`src/rtl/axis_throttled_packer.sv`:
```
// Packs a stream of narrow words into wide output beats (lane 0 = first word).
// A single output register is fed either directly by the completing word or
// from a parked full accumulator. An LFSR throttle decides in which cycles a
// pending beat is presented on m_valid. Once presented, a beat holds until it
// is accepted.
//
// Accumulator FSM
//   state    | meaning
//   ACC_FILL | collecting words into lanes, in_ready high
//   ACC_DONE | beat complete but output register busy, input stalled
//
// Output register FSM
//   state     | meaning
//   OUT_EMPTY | no beat held
//   OUT_FULL  | beat held; m_valid shows whether it has been presented yet

module axis_throttled_packer #(
   parameter int          WORD_W     = 8,
   parameter int          BUS_W      = 32,
   parameter int          VALID_PROB = 256,
   parameter logic [15:0] LFSR_SEED  = 16'hACE1,
   localparam int         WPB        = BUS_W / WORD_W
) (
   input  logic                          clk,
   input  logic                          rstn,
   input  logic                          in_valid,
   output logic                          in_ready,
   input  logic [WORD_W-1:0]             in_data,
   input  logic                          in_last,
   output logic                          m_valid,
   input  logic                          m_ready,
   output logic [WPB-1:0][WORD_W-1:0]    m_data,
   output logic [WPB-1:0]                m_keep,
   output logic                          m_last,
   output logic [31:0]                   beat_cnt
);

   localparam int IDX_W = (WPB > 1) ? $clog2(WPB) : 1;

   if (WORD_W < 1 || BUS_W < WORD_W || (BUS_W % WORD_W) != 0) begin : g_bad_width
      $error("axis_throttled_packer: BUS_W must be a nonzero multiple of WORD_W");
   end
   if (VALID_PROB < 0 || VALID_PROB > 256) begin : g_bad_prob
      $error("axis_throttled_packer: VALID_PROB must lie in 0..256");
   end
   if (LFSR_SEED == 16'h0000) begin : g_bad_seed
      $error("axis_throttled_packer: LFSR_SEED must be nonzero");
   end

   typedef enum logic {ACC_FILL, ACC_DONE}  acc_state_t;
   typedef enum logic {OUT_EMPTY, OUT_FULL} out_state_t;

   acc_state_t                 acc_state;
   out_state_t                 out_state;
   logic [IDX_W-1:0]           lane_idx;
   logic [WPB-1:0][WORD_W-1:0] acc_data;
   logic [WPB-1:0]             acc_keep;
   logic                       acc_last;
   logic [15:0]                lfsr;

   logic                       in_fire;
   logic                       out_fire;
   logic                       out_free;
   logic                       beat_done;
   logic                       load_from_acc;
   logic                       load_from_in;
   logic                       throttle_ok;
   logic                       lfsr_fb;
   logic [WPB-1:0][WORD_W-1:0] merge_data;
   logic [WPB-1:0]             merge_keep;

   // handshake qualifiers and load decisions, derived from state and inputs
   always_comb begin
      // gated by rstn so in_ready reads 0 for the whole reset assertion
      in_ready      = rstn & (acc_state == ACC_FILL);
      in_fire       = in_valid & in_ready;
      out_fire      = m_valid & m_ready;
      out_free      = (out_state == OUT_EMPTY) | out_fire;
      beat_done     = in_fire & (in_last | (lane_idx == IDX_W'(WPB - 1)));
      load_from_acc = (acc_state == ACC_DONE) & out_free;
      load_from_in  = beat_done & out_free;
      // 9-bit compare so VALID_PROB=256 always passes and 0 never does
      throttle_ok   = {1'b0, lfsr[7:0]} < 9'(VALID_PROB);
      lfsr_fb       = lfsr[15] ^ lfsr[13] ^ lfsr[12] ^ lfsr[10];
   end

   // accumulator contents with the incoming word dropped into its lane
   always_comb begin
      merge_data = acc_data;
      merge_keep = acc_keep;
      for (int i = 0; i < WPB; i++) begin
         if (lane_idx == IDX_W'(i)) begin
            merge_data[i] = in_data;
            merge_keep[i] = 1'b1;
         end
      end
   end

   // accumulator FSM: fill lanes, park a completed beat while the output is busy
   always_ff @(posedge clk or negedge rstn) begin
      if (!rstn) begin
         acc_state <= ACC_FILL;
         lane_idx  <= '0;
         acc_data  <= '0;
         acc_keep  <= '0;
         acc_last  <= 1'b0;
      end else begin
         case (acc_state)
            ACC_FILL: begin
               if (beat_done) begin
                  if (out_free) begin
                     // beat went straight to the output register
                     lane_idx <= '0;
                     acc_data <= '0;
                     acc_keep <= '0;
                     acc_last <= 1'b0;
                  end else begin
                     acc_state <= ACC_DONE;
                     acc_data  <= merge_data;
                     acc_keep  <= merge_keep;
                     acc_last  <= in_last;
                  end
               end else if (in_fire) begin
                  acc_data <= merge_data;
                  acc_keep <= merge_keep;
                  lane_idx <= lane_idx + 1'b1;
               end
            end
            ACC_DONE: begin
               if (out_free) begin
                  acc_state <= ACC_FILL;
                  lane_idx  <= '0;
                  acc_data  <= '0;
                  acc_keep  <= '0;
                  acc_last  <= 1'b0;
               end
            end
            default: acc_state <= ACC_FILL;
         endcase
      end
   end

   // output register FSM: load a beat, present it when the throttle allows, hold until taken
   always_ff @(posedge clk or negedge rstn) begin
      if (!rstn) begin
         out_state <= OUT_EMPTY;
         m_valid   <= 1'b0;
         m_data    <= '0;
         m_keep    <= '0;
         m_last    <= 1'b0;
      end else begin
         if (load_from_acc || load_from_in) begin
            out_state <= OUT_FULL;
            m_valid   <= throttle_ok;
            if (load_from_acc) begin
               m_data <= acc_data;
               m_keep <= acc_keep;
               m_last <= acc_last;
            end else begin
               m_data <= merge_data;
               m_keep <= merge_keep;
               m_last <= in_last;
            end
         end else if (out_fire) begin
            out_state <= OUT_EMPTY;
            m_valid   <= 1'b0;
         end else if (out_state == OUT_FULL && !m_valid && throttle_ok) begin
            m_valid <= 1'b1;
         end
      end
   end

   // throttle LFSR, free running
   always_ff @(posedge clk or negedge rstn) begin
      if (!rstn) begin
         lfsr <= LFSR_SEED;
      end else begin
         lfsr <= {lfsr[14:0], lfsr_fb};
      end
   end

   // completed output handshakes, wrapping
   always_ff @(posedge clk or negedge rstn) begin
      if (!rstn) begin
         beat_cnt <= '0;
      end else if (out_fire) begin
         beat_cnt <= beat_cnt + 32'd1;
      end
   end

endmodule

```
`config.mk`:
```
export PLATFORM = sky130hd
export DESIGN_NAME = axis_throttled_packer
export DESIGN_NICKNAME = d
export VERILOG_FILES = /design/src/rtl/axis_throttled_packer.sv
export SDC_FILE = /design/constraint.sdc
export NUM_CORES = 1
export LEC_CHECK = 0
export CAP_MARGIN = 20
export CORE_UTILIZATION = 53
export DETAILED_ROUTE_END_ITERATION = 10
export GPL_ROUTABILITY_DRIVEN = 0
export PLACE_DENSITY_LB_ADDON = 0.08
export SLEW_MARGIN = 20
export SYNTH_ARGS = -nofsm -noshare
export SYNTH_HDL_FRONTEND = slang
export SYNTH_SLANG_ARGS = --single-unit
```
`constraint.sdc`:
```
create_clock -name clk -period 2.4 [get_ports clk]
set_input_delay 0.24 -clock clk [delete_from_list [all_inputs] [get_ports clk]]
set_output_delay 0.24 -clock clk [all_outputs]
set_load 0.01 [all_outputs]
```
==> key figures <==
Layout
  – Most frequent cells in the layout: dfrtp_1, clkdlybuf4s50_1, nor2_1, a21oi_1, mux2i_1
  – Commonest non-fill, non-tap cell in the layout: dfrtp_1
  – Fin util: 68.6%
  – Area Growth Syn to Fin: 23.9%
  – Ratio of cells with drive above 1 in the final layout: 8.11%
  – Nets@finish: 531
  – N_diodes: 0

Synthesis
  – Synthesis-stage register bit count: 111
  – Post-synth ARST share: 100%
  – Post-synth EDFFs: 0
  – Synth Flop Type: dfrtp_1
  – Top post-synthesis cells by area: dfrtp_1, mux2i_1, a22o_1
  – Part of the Yosys area used for sequential elements: 56.7%
  – Yosys warnings: 0
  – Synthesized area per cell: 11.4 um2
  – Cell Area, Synth: 4900 um2
  – Cells after Synth: 431
  – Unique masters post-synth: 44
  – Yosys top cell by area: dfrtp_1
  – Post-synth top area share: 56.7%
  – Syn nets: 449

Critical path
  – Worst endpoint required time: 2.69 ns
  – Worst path top cell family by delay: compound AO/OA/AOI/OAI gates
  – Slowest cell delay on critical path: 0.57 ns
  – CP Class: reg -> reg
  – Stages on worst setup path: 5
  – FF-to-FF path depth: 5
  – Critical Path Start Type: flop
  – Critical path, cell by cell: ha_1 -> o211a_1 -> o21a_2 -> a21oi_1 -> a22o_1
  – Crit-path max FO: 20
  – CP Capture Type: flop
  – WP buf/inv: 0
  – Critical Path AT: 2.44 ns
  – Critical path's slowest cell: a21oi_1

Floorplanning
  – Standard-cell rows: 34
  – Initial Util: 55.3%
  – Core outline area: 8850 um2
  – DIE WIDTH: 98.1 um
  – Die H: 98.1 um
  – Die area: 9630 um2
  – Ports: 84

Power and ir drop
  – Logic pwr share: 39.1%
  – Reg power frac: 44.2%
  – Clock network fraction of total power: 16.7%
  – Cell-internal power: 4.42 mW
  – Power per Cell Area: 1110 nW/um2
  – Peak VDD IR: 620 uV
  – Leakage: 2.78 nW
  – Net switching power: 2.33 mW
  – Switch share: 34.5%

Timing
  – Setup TNS: 0 ns
  – RSZ-0062 raised after global routing: no
  – Clock skew: 0.0126 ns
  – Fin crit share: 89.6%
  – WHS: 0.338 ns
  – Final Hold Viols: 0
  – Worst Tran Pin Value: 0.877 ns
  – Min Tclk post-route: 2.15 ns
  – Fin. max-slew vios: 0
  – Setup violators final: 0
  – F_max: 0.465 GHz
  – Max_slew headroom: 41.5%

Drt
  – Pre-antenna DRT Iters: 7
  – WL/cell: 16.9 um
  – ANT nets after route: 0
  – Vias per cell: 5.78
  – Initial drt markers: 157
  – Via count: 3616
  – Drt drc: 7
  – DRT Wirelength: 10600 um

Clock tree
  – CTS Buf Count: 9
  – H-tree depth: 3
  – Insertion delay to the later sink of the worst-skew pair: 0.36 ns
  – Clk sinks: 111
  – Clock transition at the registers of the reported paths: 0.11 ns
  – TritonCTS clock tree: built
  – PostCTS Resize Cnt: 0
  – CTS Buffer Depth: 2
  – Cell chosen for the clock root: clkbuf_8

GRT
  – First-pass GRT wire length: 18100 um
  – Vias in the first global route: 3622
  – Antenna violations before repair: 0
  – Largest net degree at the start of global routing: 72
  – Gr ovfl total: 0
  – Tot GR Track Use: 23.9%

Placed design
  – Detailed placement HPWL: 7520 um
  – IO buf count: 83

Min path
  – Worst hold path class: in -> async

Status
  – Status: finished with violations
  – Failing checks: DRC

Flow run
  – Max-Cap Viols: 0
==> power groups by stage <==
stage	clock network [mW]	registers [mW]	logic, mW
floorplan	0	3.07	1.33
global placement	0	2.98	2.59
detailed placement	0	3.00	2.65
CTS	1.17	2.98	2.66
global route	1.25	3.06	2.90
finish	1.13	2.98	2.64
==> cell families after synthesis <==
logic type      synth area share (%)
simple gates                    13.0
flops                           56.7
compound gates                  13.5
mux                             7.18
buf+inv                         2.84
xor+xnor                        5.54
fa+ha+maj                       1.28
==> repair_timing <==
| action | CTS | global route |
|---|---|---|
| endpoints found under the hold margin | 18 | 0 |
| buffers inserted | 0 | 0 |
| hold buffers | 1 | 0 |
| endpoints found under the setup margin | 0 | 0 |
==> final timing paths <==
path	startpoint	endpoint	slack (ns)
worst min-delay path	rstn	m_data[13]$_DFFE_PN0P_	0.34
min in group clk	beat_cnt[31]$_DFFE_PN0P_	beat_cnt[31]$_DFFE_PN0P_	0.47
worst min register to register	beat_cnt[31]$_DFFE_PN0P_	beat_cnt[31]$_DFFE_PN0P_	0.47
max in group asynchronous	rstn	acc_data[26]$_DFFE_PN0P_	0.88
worst max-delay path	lane_idx[0]$_DFFE_PN0P_	acc_data[0]$_DFFE_PN0P_	0.25
worst max register to register	lane_idx[0]$_DFFE_PN0P_	acc_data[0]$_DFFE_PN0P_	0.25
==> registers in the layout, summed over array words and instances (netlist names) <==
signal,cells
m_keep,4
acc_keep,4
acc_data,32
m_last,1
beat_cnt,32
out_state,1
acc_last,1
m_valid,1
lane_idx,2
m_data,32
acc_state,1
==> area by class of cell <==
class | count | area, um2
Tap cell | 108 | 135
Fill cell | 707 | 2780
Inverter | 8 | 30.0
Clock buffer | 9 | 124
Clock inverter | 7 | 78.8
Sequential cell | 111 | 2780
Timing Repair Buffer | 96 | 941
Multi-Input combinational cell | 287 | 1980
==> cell usage after synthesis (all sizes together), types with 8 or more instances <==
library cell and number:
a22o 32, clkbuf 10, nand3 10, mux2i 34
xnor2 19, buf 15, nor2 47, nand2 19
xor2 12, dfrtp 111, a21oi 41, nand4 12
inv 8
==> worst reg2reg max path, stage by stage (launching register included) <==
cell,delay [ns]
dfrtp_1,0.44
ha_1,0.26
o211a_1,0.25
o21a_2,0.34
a21oi_1,0.57
a22o_1,0.23
==> layer usage <==
layer  track usage (%)  vias to the layer above  routed length (um)
li1                  -                     1691                   -
met1              32.4                     1815                4790
met2              39.6                       90                5180
met3              2.86                       20                 376
met4              9.56                        0                 235
met5                 0                        -                   0
==> metrics by stage <==
step	worst slack (ns)	total power, mW	std cells	instance area, um2
finish	0.249	6.74	626	6070
global route	0.157	7.20	626	6070
CTS	0.265	6.81	626	6070
detailed placement	0.198	5.66	609	5860
global placement	0.220	5.57	609	5860
floorplan	0.722	4.41	431	4900
Power figures use the tool's default switching activity.
